==> config.mk <==
export PLATFORM = sky130hd
export DESIGN_NAME = div_input_stage_flat
export DESIGN_NICKNAME = d
export VERILOG_FILES = /design/src/rtl/div_input_stage_pkg.sv /design/src/rtl/div_input_stage_if.sv /design/src/rtl/div_operand_record.sv /design/src/rtl/div_input_stage.sv /design/src/flat_wrapper.sv
export SDC_FILE = /design/constraint.sdc
export NUM_CORES = 1
export LEC_CHECK = 0
export BUFFER_PORTS_ARGS = -buffer_cell sky130_fd_sc_hd__buf_2
export CAP_MARGIN = 20
export CORE_ASPECT_RATIO = 1.2
export CORE_UTILIZATION = 50
export CTS_CLUSTER_SIZE = 24
export DETAILED_ROUTE_END_ITERATION = 10
export HOLD_SLACK_MARGIN = 0.03
export PLACE_DENSITY = 0.7
export SYNTH_ARGS = -nofsm -noshare
export SYNTH_HDL_FRONTEND = slang
export SYNTH_SLANG_ARGS = --single-unit
==> constraint.sdc <==
create_clock -name clk -period 4.9 [get_ports clk]
set_input_delay 0 -clock clk [delete_from_list [all_inputs] [get_ports clk]]
set_output_delay 0 -clock clk [all_outputs]
set_load 0.05 [all_outputs]
==> src/rtl/div_input_stage_pkg.sv <==
// Shared types and constants for the divider issue stage: operand width,
// divide-group funct3 encodings and the packed request handed to the divider.
package div_input_stage_pkg;

    localparam int XLEN = 32;

    localparam logic [2:0] DIV_fn3  = 3'b100;
    localparam logic [2:0] DIVU_fn3 = 3'b101;
    localparam logic [2:0] REM_fn3  = 3'b110;
    localparam logic [2:0] REMU_fn3 = 3'b111;

    // Most negative signed value; with a divisor of -1 it overflows signed division
    localparam logic [XLEN-1:0] SIGNED_MIN = {1'b1, {(XLEN-1){1'b0}}};

    typedef struct packed {
        logic [XLEN-1:0] rs1;
        logic [XLEN-1:0] rs2;
        logic [1:0]      op;
        logic            reuse_result;
        logic            div_zero;
        logic            overflow;
    } div_inputs_t;

endpackage

==> src/rtl/div_input_stage_if.sv <==
// Issue-side and divider-side handshake bundle for the divider issue stage.
// slave = the stage itself, master = the decode/divider environment driving it.
interface div_input_stage_if;
    import div_input_stage_pkg::*;

    logic                  issue_valid;
    logic                  issue_ready;
    logic [2:0]            issue_fn3;
    logic [XLEN-1:0]       issue_rs1;
    logic [XLEN-1:0]       issue_rs2;
    logic                  div_ready;
    logic                  div_request;
    div_inputs_t           div_inputs;

    modport slave (
        input  issue_valid, issue_fn3, issue_rs1, issue_rs2, div_ready,
        output issue_ready, div_request, div_inputs
    );

    modport master (
        output issue_valid, issue_fn3, issue_rs1, issue_rs2, div_ready,
        input  issue_ready, div_request, div_inputs
    );

endinterface

==> src/rtl/div_operand_record.sv <==
// Remembers the operands of the last op that actually starts the divider and
// flags a new op whose quotient/remainder can be taken from that run.
module div_operand_record
    import div_input_stage_pkg::*;
#(
    parameter bit REUSE_ENABLE = 1'b1
) (
    input  logic            clk,
    input  logic            rst,
    input  logic            accept,
    input  logic [XLEN-1:0] rs1,
    input  logic [XLEN-1:0] rs2,
    input  logic            signed_op,
    input  logic            div_zero,
    input  logic            overflow,
    output logic            reuse_result
);

    logic            rec_valid_q, rec_valid_d;
    logic [XLEN-1:0] rec_rs1_q, rec_rs1_d;
    logic [XLEN-1:0] rec_rs2_q, rec_rs2_d;
    logic            rec_signed_q, rec_signed_d;
    logic            match;
    logic            update;

    always_comb begin
        match = rec_valid_q & (rs1 == rec_rs1_q) & (rs2 == rec_rs2_q)
              & (signed_op == rec_signed_q);
        reuse_result = REUSE_ENABLE & match & ~div_zero & ~overflow;
        // Aborting and reusing ops never touch the divider's Q/R, so the record must not follow them
        update = REUSE_ENABLE & accept & ~div_zero & ~overflow & ~reuse_result;

        rec_valid_d  = rec_valid_q;
        rec_rs1_d    = rec_rs1_q;
        rec_rs2_d    = rec_rs2_q;
        rec_signed_d = rec_signed_q;
        if (update) begin
            rec_valid_d  = 1'b1;
            rec_rs1_d    = rs1;
            rec_rs2_d    = rs2;
            rec_signed_d = signed_op;
        end
    end

    always_ff @(posedge clk) begin
        if (rst) begin
            rec_valid_q  <= 1'b0;
            rec_rs1_q    <= '0;
            rec_rs2_q    <= '0;
            rec_signed_q <= 1'b0;
        end else begin
            rec_valid_q  <= rec_valid_d;
            rec_rs1_q    <= rec_rs1_d;
            rec_rs2_q    <= rec_rs2_d;
            rec_signed_q <= rec_signed_d;
        end
    end

endmodule

==> src/rtl/div_input_stage.sv <==
// Registered issue stage in front of the divider: computes abort/reuse flags at
// accept and feeds the divider FIFO through a 2-entry skid buffer.
module div_input_stage
    import div_input_stage_pkg::*;
#(
    parameter bit REUSE_ENABLE = 1'b1
) (
    input  logic              clk,
    input  logic              rst,
    div_input_stage_if.slave  io
);

    logic        head_valid_q, head_valid_d;
    logic        skid_valid_q, skid_valid_d;
    div_inputs_t head_q, head_d;
    div_inputs_t skid_q, skid_d;
    logic        issue_ready_q, issue_ready_d;

    logic        accept;
    logic        drain;
    logic        signed_op;
    logic        div_zero;
    logic        overflow;
    logic        reuse_result;
    logic        fn3_unused;
    div_inputs_t entry_in;

    // funct3[2] is constant across the divide group and carries no information here
    assign fn3_unused = io.issue_fn3[2];

    assign accept    = io.issue_valid & issue_ready_q;
    assign drain     = head_valid_q & io.div_ready;
    assign signed_op = ~io.issue_fn3[0];
    assign div_zero  = (io.issue_rs2 == '0);
    assign overflow  = signed_op & (io.issue_rs1 == SIGNED_MIN) & (io.issue_rs2 == '1);

    div_operand_record #(
        .REUSE_ENABLE (REUSE_ENABLE)
    ) u_record (
        .clk          (clk),
        .rst          (rst),
        .accept       (accept),
        .rs1          (io.issue_rs1),
        .rs2          (io.issue_rs2),
        .signed_op    (signed_op),
        .div_zero     (div_zero),
        .overflow     (overflow),
        .reuse_result (reuse_result)
    );

    always_comb begin
        entry_in.rs1          = io.issue_rs1;
        entry_in.rs2          = io.issue_rs2;
        entry_in.op           = io.issue_fn3[1:0];
        entry_in.reuse_result = reuse_result;
        entry_in.div_zero     = div_zero;
        entry_in.overflow     = overflow;
    end

    always_comb begin
        head_valid_d = head_valid_q;
        skid_valid_d = skid_valid_q;
        head_d       = head_q;
        skid_d       = skid_q;

        if (drain) begin
            // Accept is impossible while skid is occupied, so only one source can refill the head
            if (skid_valid_q) begin
                head_d       = skid_q;
                skid_valid_d = 1'b0;
            end else if (accept) begin
                head_d = entry_in;
            end else begin
                head_valid_d = 1'b0;
            end
        end else if (accept) begin
            if (head_valid_q) begin
                skid_d       = entry_in;
                skid_valid_d = 1'b1;
            end else begin
                head_d       = entry_in;
                head_valid_d = 1'b1;
            end
        end

        issue_ready_d = ~skid_valid_d;
    end

    always_ff @(posedge clk) begin
        if (rst) begin
            head_valid_q  <= 1'b0;
            skid_valid_q  <= 1'b0;
            head_q        <= '0;
            skid_q        <= '0;
            issue_ready_q <= 1'b1;
        end else begin
            head_valid_q  <= head_valid_d;
            skid_valid_q  <= skid_valid_d;
            head_q        <= head_d;
            skid_q        <= skid_d;
            issue_ready_q <= issue_ready_d;
        end
    end

    assign io.issue_ready = issue_ready_q;
    assign io.div_request = drain & ~rst;
    assign io.div_inputs  = head_valid_q ? head_q : '0;

endmodule

==> src/flat_wrapper.sv <==
// flat-port wrapper written by rule: the top's interface ports become plain ports
module div_input_stage_flat import div_input_stage_pkg::*;
#(
    parameter bit REUSE_ENABLE = 1'b1
)
  (clk, rst, io_issue_valid, io_issue_fn3, io_issue_rs1, io_issue_rs2, io_div_ready, io_issue_ready, io_div_request, io_div_inputs);
  div_input_stage_if io_i ();
  input  logic clk;
  input  logic rst;
  input wire logic [$bits(io_i.issue_valid)-1:0] io_issue_valid;
  input wire logic [$bits(io_i.issue_fn3)-1:0] io_issue_fn3;
  input wire logic [$bits(io_i.issue_rs1)-1:0] io_issue_rs1;
  input wire logic [$bits(io_i.issue_rs2)-1:0] io_issue_rs2;
  input wire logic [$bits(io_i.div_ready)-1:0] io_div_ready;
  output wire logic [$bits(io_i.issue_ready)-1:0] io_issue_ready;
  output wire logic [$bits(io_i.div_request)-1:0] io_div_request;
  output wire logic [$bits(io_i.div_inputs)-1:0] io_div_inputs;
  assign io_i.issue_valid = io_issue_valid;
  assign io_i.issue_fn3 = io_issue_fn3;
  assign io_i.issue_rs1 = io_issue_rs1;
  assign io_i.issue_rs2 = io_issue_rs2;
  assign io_i.div_ready = io_div_ready;
  assign io_issue_ready = io_i.issue_ready;
  assign io_div_request = io_i.div_request;
  assign io_div_inputs = io_i.div_inputs;
  div_input_stage #(.REUSE_ENABLE(REUSE_ENABLE)) u_core (.clk(clk), .rst(rst), .io(io_i));
endmodule
==> flow_summary.json <==
{
  "numPortBuffers": 140,
  "grt_pass1_wl_mm": 51.3,
  "path_depth": 9,
  "cp_cell_sequence": "dlygate4sd3_1 > buf_2 > or4_1 > or4_1 > nor4_2 > a211o_4 > buf_4 > a32oi_1 > o41ai_1",
  "async_reset_ff_frac": 0,
  "slew_violations": 0,
  "dieHeight_um": 163,
  "rsz0062_at_grt": "false",
  "p_per_area_nw_per_um2": 332,
  "cts_sinks": 207,
  "clk_pin_slew_ns": 0.06,
  "start_util": 0.513,
  "outcome": "complete, no violations",
  "grt_use_total": 0.289,
  "netlist_instances": 1386,
  "final.min_clock_period_ns": 3.26,
  "viasPerCell": 5.87,
  "clockBufferDepth": 3,
  "reg2reg_depth": 7,
  "register_area_um2": 4150,
  "start_kind": "input port",
  "holdWs_ns": 0.238,
  "worst-path-max-fanout": 69,
  "tightest_slew_ns": 1.12,
  "synthTopCellsByArea": "dfxtp_1 38%, nor2b_1 7.1%, a21oi_1 6.2%, o41ai_1 5.4%, a32oi_1 5.3%",
  "multi_input_area_um2": 5880,
  "grt_pass1_vias": 9707,
  "finalSetupTns_ns": 0,
  "drcViolationCount": 0,
  "num_antenna_cells": 0,
  "hold_depth": 2,
  "setup_viol": 0,
  "dpl.hpwl_mm": 20.3,
  "postCtsSetupBuffers": 0,
  "dieArea_um2": 22200,
  "placementRows": 58,
  "crit_top_cell": "or4_1",
  "htree_levels": 1,
  "fmax_mhz": 306,
  "slew_headroom": 0.255,
  "worst-path-buf-inv": 3,
  "synth_top_area_frac": 0.384,
  "drive_above_1_share": 0.134,
  "ant_nets": 0,
  "cts-root-buf": "clkbuf_16",
  "synth_seq_area_share": 0.384,
  "hold_class": "input port to flop",
  "die_w_um": 136,
  "cts_made_buffers": 23,
  "crit_type": "input port to flop",
  "ios": 142,
  "tritoncts": "done",
  "drtIter0Drc": 895,
  "synthesis.area_per_instance_um2": 7.80,
  "routabilityCongestion": 0.919,
  "areaGrowthSynthToFinish_pct": 19.7,
  "vias": 10500,
  "synth_cell_types": 44,
  "grt_max_degree": 163,
  "num-nets-final": 1577,
  "core_area_um2": 21000,
  "finalCritPeriodShare": 0.666,
  "cp_slowest_stage_delay_ns": 0.68,
  "antenna_found_initial": 0,
  "drt_first_pass_iters": 7,
  "synth_edf_count": 0,
  "cp_data_required_time_ns": 5.31,
  "fill_cells": 1931,
  "avgRoutedWirePerCell_um": 18.2,
  "leakagePower_nw": 5.04,
  "yosys.area.top_type": "dfxtp_1",
  "hold_viol_final": 0,
  "clk-insertion-delay-late_ns": 0.51,
  "drt-total-wl_mm": 32.6,
  "ff2ff_setup_slack_ns": 1.89,
  "overflow": 0,
  "cp-end-kind": "flop",
  "yosysWarnings": 0,
  "fin_skew_ns": 0.0119,
  "synth-seq-cells": 207,
  "maxCapViolCount": 0,
  "ys.flop_type": "dfxtp_1",
  "syn_area_um2": 10800,
  "critical_path.slowest_cell": "a211o_4",
  "worst_ir_drop_vdd_v": 0.000252,
  "cp_top_family": "simple AND/OR/NAND/NOR gates",
  "synth_fp_nets": 1457,
  "cp_data_arrival_time_ns": 3.67
}
## stage by stage
stage | std cells | cell area, µm² | setup WS [ns] | power, W | util
finish | 1792 | 12900 | 1.64 | 0.00429 | 0.615
global route | 1792 | 12900 | 1.46 | 0.00446 | 0.615
CTS | 1792 | 12900 | 1.66 | 0.00431 | 0.615
detailed placement | 1683 | 11500 | 1.70 | 0.00249 | 0.545
global placement | 1683 | 11500 | 1.76 | 0.00248 | 0.545
floorplan | 1386 | 10800 | 2.83 | 0.00230 | -
## layout make-up
| cell class | instances | share of cell area |
|---|---|---|
| clock buffer | 34 | 0.0531 |
| inverter | 70 | 0.0203 |
| sequential | 207 | 0.320 |
| tap | 270 | 0.0261 |
| multi-input combinational | 981 | 0.455 |
| clock inverter | 7 | 0.00716 |
| timing repair buffer | 223 | 0.118 |
## cell usage in the layout (no fill, tap or decap), types with 3 or more instances in the layout
| cell type | n |
|---|---|
| dlygate4sd3_1 | 68 |
| dfxtp_1 | 206 |
| nand2b_1 | 15 |
| nor4_1 | 29 |
| buf_2 | 139 |
| clkbuf_8 | 8 |
| a21oi_1 | 133 |
| buf_4 | 13 |
| clkinv_2 | 3 |
| nor4bb_1 | 3 |
| nand4_1 | 23 |
| xor2_1 | 45 |
| nor3_1 | 6 |
| xnor2_1 | 5 |
| a211oi_1 | 64 |
| a311oi_1 | 4 |
| clkbuf_1 | 4 |
| nor2b_1 | 122 |
| a32oi_1 | 65 |
| clkbuf_16 | 23 |
| inv_1 | 70 |
| nand2_1 | 148 |
| o41ai_1 | 66 |
| nor2_1 | 142 |
| o2111ai_1 | 5 |
| and2_1 | 69 |
| or4_1 | 5 |
| o22ai_1 | 4 |
| nand3_1 | 4 |
## synthesized netlist by cell type, drive strengths merged (3+ instances only)
cell type	number
a211oi	64
nand2b	16
xor2	45
nor4bb	3
xnor2	5
buf	26
a21oi	133
o22ai	4
o2111ai	5
nand2	148
nor3	6
nor4	30
nor2	144
nand4	23
a311oi	4
and2	69
inv	70
nor2b	122
or4	5
o41ai	66
a32oi	65
dfxtp	207
nand3	5
clkbuf	102
## repair_timing
action,CTS,global route
hold buffers,68,0
hold endpoints to repair,164,0
gates resized for setup,0,0
endpoints found under the setup margin,0,0
## routing by layer
layer | vias up | GRT usage | wire (µm)
met5 | - | 0 | 0
met4 | 0 | 0.0909 | 827
met3 | 59 | 0.0413 | 1760
met2 | 337 | 0.488 | 15600
met1 | 4994 | 0.378 | 14400
li1 | 5132 | - | -
## cell families (layout without fill, tap and decap cells)
family,Yosys count,count (layout),share of synthesized area
AOI/OAI and AO/OA,351,351,0.229
xor gates and xnor gates,50,50,0.0405
buffers and inverters,198,334,0.0762
DFF,207,207,0.384
and+or+nand+nor,580,580,0.271
## final timing paths
kind	start	endpoint
setup / recovery	io_issue_rs1[21]	u_core.u_record.rec_rs1_q[30]
hold / removal	rst	u_core.skid_q[19]
setup reg to reg	u_core.u_record.rec_rs2_q[7]	u_core.u_record.rec_rs2_q[29]
hold reg to reg	u_core.skid_q[0]	u_core.skid_q[0]
## sequential cells by signal (all words and copies together) (netlist names)
name / cells
u_core.skid_valid_q: 1
u_core.io.issue_ready: 1
u_core.u_record.rec_signed_q: 1
u_core.u_record.rec_rs1_q: 32
u_core.skid_q: 69
u_core.u_record.rec_valid_q: 1
u_core.head_valid_q: 1
u_core.u_record.rec_rs2_q: 32
u_core.head_q: 69
## power breakdown
| part | internal (W) | total [W] | switching [W] |
|---|---|---|---|
| Combinational | 0.000233 | 0.000662 | 0.000429 |
| Clock | 0.00107 | 0.00179 | 0.000711 |
| Sequential | 0.00179 | 0.00185 | 0.0000560 |
| Total | 0.00310 | 0.00429 | 0.00120 |
Note: power is estimated with default switching activity, not from simulation.
